$ cat src/rtl/fetch_stage_if.sv
// fetch_stage_if: instruction-memory read port plus the IF/ID register outputs.
// master = fetch stage (drives the address and IF/ID), slave = memory/decoder side.
interface fetch_stage_if #(
   parameter int unsigned PC_WIDTH = 8
);
   logic [PC_WIDTH-1:0] imem_addr;
   logic [15:0]         imem_rdata;
   logic                if_id_valid;
   logic [15:0]         if_id_instr;
   logic [PC_WIDTH-1:0] if_id_pc;

   modport master (
      output imem_addr,
      input  imem_rdata,
      output if_id_valid,
      output if_id_instr,
      output if_id_pc
   );

   modport slave (
      input  imem_addr,
      output imem_rdata,
      input  if_id_valid,
      input  if_id_instr,
      input  if_id_pc
   );
endinterface

$ cat src/rtl/fetch_stage.sv
// fetch_stage: word-addressed PC, combinational instruction-memory read and the
// IF/ID pipeline register. Handles stall, branch redirect and the HALT opcode.
// Per-cycle priority is redirect > stall > halt detection > normal fetch.
// Optional macro FETCH_PERF_CNT_EN adds saturating fetch_count/stall_count outputs.
module fetch_stage #(
   parameter int unsigned         PC_WIDTH    = 8,
   parameter logic [PC_WIDTH-1:0] RESET_PC    = '0,
   parameter logic [3:0]          HALT_OPCODE = 4'hF
) (
   input  logic                clk,
   input  logic                rst_n,
   input  logic                stall,
   input  logic                redirect,
   input  logic [PC_WIDTH-1:0] redirect_pc,
   fetch_stage_if.master       bus,
   output logic                halted
`ifdef FETCH_PERF_CNT_EN
   ,
   output logic [15:0]         fetch_count,
   output logic [15:0]         stall_count
`endif
);

   typedef enum logic {RUN, HALT} state_t;

   state_t              state_q, state_d;
   logic [PC_WIDTH-1:0] pc_q, pc_d;
   logic                valid_q, valid_d;
   logic [15:0]         instr_q, instr_d;
   logic [PC_WIDTH-1:0] ifpc_q, ifpc_d;
   logic                fetch_inc;
   logic                stall_inc;

   assign bus.imem_addr   = pc_q;
   assign bus.if_id_valid = valid_q;
   assign bus.if_id_instr = instr_q;
   assign bus.if_id_pc    = ifpc_q;
   assign halted          = (state_q == HALT);

   // Next-state for PC, IF/ID register and RUN/HALT state; default is hold.
   always_comb begin
      state_d   = state_q;
      pc_d      = pc_q;
      valid_d   = valid_q;
      instr_d   = instr_q;
      ifpc_d    = ifpc_q;
      fetch_inc = 1'b0;
      stall_inc = 1'b0;
      if (redirect) begin
         state_d = RUN;
         pc_d    = redirect_pc;
         valid_d = 1'b0;
         instr_d = '0;
         ifpc_d  = '0;
      end else if (state_q == RUN) begin
         if (stall) begin
            stall_inc = 1'b1;
         end else if (bus.imem_rdata[15:12] == HALT_OPCODE) begin
            // PC stays on the HALT word; it never reaches the decoder.
            state_d = HALT;
            valid_d = 1'b0;
            instr_d = '0;
         end else begin
            instr_d   = bus.imem_rdata;
            ifpc_d    = pc_q;
            valid_d   = 1'b1;
            pc_d      = pc_q + 1'b1;
            fetch_inc = 1'b1;
         end
      end
   end

   // State register with asynchronous active-low reset.
   always_ff @(posedge clk or negedge rst_n) begin
      if (!rst_n) begin
         state_q <= RUN;
         pc_q    <= RESET_PC;
         valid_q <= 1'b0;
         instr_q <= '0;
         ifpc_q  <= '0;
      end else begin
         state_q <= state_d;
         pc_q    <= pc_d;
         valid_q <= valid_d;
         instr_q <= instr_d;
         ifpc_q  <= ifpc_d;
      end
   end

`ifdef FETCH_PERF_CNT_EN
   logic [15:0] fcnt_q, fcnt_d;
   logic [15:0] scnt_q, scnt_d;

   // Saturating performance counters.
   always_comb begin
      fcnt_d = fcnt_q;
      scnt_d = scnt_q;
      if (fetch_inc && (fcnt_q != '1)) fcnt_d = fcnt_q + 16'd1;
      if (stall_inc && (scnt_q != '1)) scnt_d = scnt_q + 16'd1;
   end

   // Counter registers with asynchronous active-low reset.
   always_ff @(posedge clk or negedge rst_n) begin
      if (!rst_n) begin
         fcnt_q <= '0;
         scnt_q <= '0;
      end else begin
         fcnt_q <= fcnt_d;
         scnt_q <= scnt_d;
      end
   end

   assign fetch_count = fcnt_q;
   assign stall_count = scnt_q;
`else
   logic unused_perf;
   assign unused_perf = fetch_inc ^ stall_inc;
`endif

endmodule

$ cat src/flat_wrapper.sv
// flat-port wrapper written by rule: the top's interface ports become plain ports
module fetch_stage_flat 
#(
   parameter int unsigned         PC_WIDTH    = 8,
   parameter logic [PC_WIDTH-1:0] RESET_PC    = '0,
   parameter logic [3:0]          HALT_OPCODE = 4'hF
)
  (clk, rst_n, stall, redirect, redirect_pc, halted, bus_imem_addr, bus_imem_rdata, bus_if_id_valid, bus_if_id_instr, bus_if_id_pc);
  fetch_stage_if #(.PC_WIDTH(PC_WIDTH)) bus_i ();
  input  logic clk;
  input  logic rst_n;
  input  logic stall;
  input  logic redirect;
  input  logic [PC_WIDTH-1:0] redirect_pc;
  output logic halted;
  output wire logic [$bits(bus_i.imem_addr)-1:0] bus_imem_addr;
  input wire logic [$bits(bus_i.imem_rdata)-1:0] bus_imem_rdata;
  output wire logic [$bits(bus_i.if_id_valid)-1:0] bus_if_id_valid;
  output wire logic [$bits(bus_i.if_id_instr)-1:0] bus_if_id_instr;
  output wire logic [$bits(bus_i.if_id_pc)-1:0] bus_if_id_pc;
  assign bus_imem_addr = bus_i.imem_addr;
  assign bus_i.imem_rdata = bus_imem_rdata;
  assign bus_if_id_valid = bus_i.if_id_valid;
  assign bus_if_id_instr = bus_i.if_id_instr;
  assign bus_if_id_pc = bus_i.if_id_pc;
  fetch_stage #(.PC_WIDTH(PC_WIDTH), .RESET_PC(RESET_PC), .HALT_OPCODE(HALT_OPCODE)) u_core (.clk(clk), .rst_n(rst_n), .stall(stall), .redirect(redirect), .redirect_pc(redirect_pc), .bus(bus_i), .halted(halted));
endmodule
$ cat config.mk
export PLATFORM = sky130hd
export DESIGN_NAME = fetch_stage_flat
export DESIGN_NICKNAME = d
export VERILOG_FILES = /design/src/rtl/fetch_stage_if.sv /design/src/rtl/fetch_stage.sv /design/src/flat_wrapper.sv
export SDC_FILE = /design/constraint.sdc
export NUM_CORES = 1
export LEC_CHECK = 0
export ABC_AREA = 1
export CAP_MARGIN = 20
export CORE_MARGIN = 2
export CORE_UTILIZATION = 40
export CTS_CLUSTER_DIAMETER = 80
export DETAILED_ROUTE_END_ITERATION = 10
export PLACE_DENSITY = 0.74
export SLEW_MARGIN = 20
export SYNTH_ARGS = -nofsm -noshare
export SYNTH_HDL_FRONTEND = slang
export SYNTH_SLANG_ARGS = --single-unit
export TNS_END_PERCENT = 100
$ cat constraint.sdc
create_clock -name clk -period 1.2 [get_ports clk]
set_input_delay 0.3 -clock clk [delete_from_list [all_inputs] [get_ports clk]]
set_output_delay 0.3 -clock clk [all_outputs]
set_load 0.01 [all_outputs]
==> impl_metrics.yaml <==
floorplan:
  die_height_um: 69.1
  fp.dieW_um: 69.1
  die_area_um2: 4780
  core-area_um2: 4030
  core.rowCount: 23
  io_pins: 62
  start_util_pct: 42.1
synthesis:
  synth_area_leaders: "dfrtp_1 (50%), nand2_1 (13%), nand3_1 (12%)"
  syn-num-nets: 226
  synth-edff-count: 0
  synth_top_cell_by_area: "dfrtp_1"
  syn_inst: 197
  synthFlopType: "dfrtp_1"
  async_flop_share_pct: 100
  synth_cell_types: 23
  ys_ff_latch: 34
  yosysTopAreaCellShare_pct: 50.1
  ys_seq_area_share_pct: 50.1
  ys_warn_count: 0
  synth_area_um2: 1700
  syn_area_per_cell_um2: 8.61
power_and_ir_drop:
  p_seq_share_pct: 43.7
  ir_drop_mv: 0.529
  p_leak_nw: 1.37
  p_per_area_nw_per_um2: 1160
  pwr-share-comb_pct: 30.8
  switchingPower_uw: 906
  power_mw: 3.02
  swShare_pct: 30.0
  clockPowerShare_pct: 25.5
  cell_internal_pwr_mw: 2.12
clock_network:
  insertion_delay_ns: 0.28
  hold_buffers: 0
  h-tree-depth: 2
  numCtsBuffers: 5
  clock_path_buffers: 2
  cts_tree: "done"
  clkTransAtPathRegs_ns: 0.06
  clkSinkCount: 34
  root_buffer: "clkbuf_8"
global_route:
  gr-usage-met1_pct: 25.1
  grt_usage_pct: 19.5
  grtUsageMet3_pct: 4.53
  grt_pass1_wl_um: 7570
  grt_pass1_vias: 1649
  met2_usage_pct: 32.5
  antenna_found_initial: 0
  grt_busiest_layer: "met2"
  grt_max_degree: 35
  globalRouteOverflowTotal: 0
sta:
  rsz0062_at_grt: "yes"
  holdWs_ns: 0.281
  setup_viol_count_final: 6
  fin_crit_ns: 1.25
  max_slew_margin_pct: 87.7
  post-route-period-util_pct: 104
  worstMarginPinSlew_ns: 0.185
  final.setup_skew_ns: 0.00222
  finalWorstSetupSlack_ns: -0.0469
  final-hold-violation-count: 0
  maxSlewViolCount: 0
  tns_ns: -0.162
  fmax_mhz: 802
finish:
  fin_util_pct: 64.8
  antenna_cells: 0
  fin_nets: 315
  syn2layout_area_growth_pct: 53.8
  final_common_cell: "nand2_1"
  final_cell_mix: "nand2_1 (58), nand3_1 (39), dfrtp_1 (32)"
  layout-drive-gt1-share_pct: 35.3
  nFillCells: 364
run_status:
  violations: "setup timing"
  status: "finished with violations"
place:
  portBuffers: 61
  dp_slack_ns: -0.488
  hpwlAfterDp_um: 2990
  globalplace.congestion: 0.834
routing:
  routed_via_density: 4.90
  via_count: 1647
  drt_iter0_markers: 105
  antenna_left: 0
  route.detailed.wl_per_inst_um: 13.3
  wl_um: 4450
  dr.pass1.iters: 4
  drc: 0
setup_path:
  end_kind: "flip-flop"
  crit_type: "reg2reg"
  worstPathRequired_ns: 1.38
  crit_arrival_ns: 1.42
  worstPathMaxFanout: 3
  critPathLaunchType: "flip-flop"
run:
  drv_cap: 0
worst_hold_path:
  hp-class: "in2reg"
## routing by layer
metal / up-vias / wire (um)
met5: - / 0
li1: 816 / -
met1: 770 / 1920
met4: 0 / 70
met3: 8 / 278
met2: 53 / 2180
## power groups by stage
| stage | clock network (mW) | logic (mW) | registers (mW) |
|---|---|---|---|
| after global placement | 0 | 0.883 | 1.35 |
| after detailed placement | 0 | 0.901 | 1.35 |
| after floorplan | 0 | 0.322 | 1.41 |
| after CTS | 0.801 | 0.910 | 1.32 |
| after global routing | 0.832 | 1.02 | 1.33 |
| final | 0.770 | 0.931 | 1.32 |
## worst paths after layout
kind | slack [ns] | cells after the start | start | to
max in group asynchronous | 0.63 | 2 | rst_n | u_core.bus.imem_addr[1]
worst min register to register | 0.47 | 2 | u_core.bus.if_id_pc[4] | u_core.bus.if_id_pc[4]
worst max register to register | -0.05 | 7 | u_core.bus.imem_addr[1] | u_core.bus.imem_addr[2]
min in group asynchronous | 0.38 | 2 | rst_n | u_core.bus.if_id_pc[0]
worst max-delay path | -0.05 | 7 | u_core.bus.imem_addr[1] | u_core.bus.imem_addr[2]
worst min-delay path | 0.28 | 2 | stall | u_core.halted
## cell type report
type | count | area (um^2) | share of cell area (%)
flip-flops and latches | 34 | 853 | 32.7
multi-input cells | 145 | 818 | 31.4
repair buffers | 89 | 751 | 28.8
clock buffers | 7 | 76.3 | 2.92
well taps | 50 | 62.6 | 2.40
inverters | 11 | 48.8 | 1.87
## critical path, stage by stage, from the launching register on
cell and delay, ns:
dfrtp_2 0.43, buf_12 0.13, ha_4 0.15, or2_4 0.22, nand3_2 0.06, nand2_2 0.05, nand2_2 0.05, o21ai_2 0.04
## Yosys cell counts, types with 2 or more instances
cell type	count
nand2_2	2
nand2_1	61
nor2_1	8
nand3_1	42
o21ai_2	2
buf_2	3
nor2_2	4
or2_2	2
nor2_8	2
o21ai_0	9
o21ai_1	3
buf_4	3
buf_6	2
inv_1	9
dfrtp_1	34
nand2_4	4
## kinds of logic after synthesis
kind of cell	share of synthesized area, %
and+or+nand+nor	36.2
DFF	50.1
buffers and inverters	7.45
AOI/OAI and AO/OA	5.46
adders and majority gates	0.737
## what timing repair did
item	4_1_cts	5_1_grt
endpoints found under the setup margin	63	46
pin swaps	8	4
resized for setup	130	25
buffers inserted	3	4
gates cloned	2	0
## flip-flops by register name, indices dropped and copies added, names as in the netlist
name / cells
u_core.bus.if_id_instr: 16
u_core.bus.if_id_pc: 8
u_core.bus.imem_addr: 8
u_core.bus.if_id_valid: 1
u_core.halted: 1
## stage by stage
stage	instance area [um^2]	cells
6_report	2610	336
5_1_grt	2610	336
4_1_cts	2610	332
3_5_place_dp	2520	320
3_3_place_gp	2520	320
2_1_floorplan	1720	197
Power figures use the tool's default switching activity.
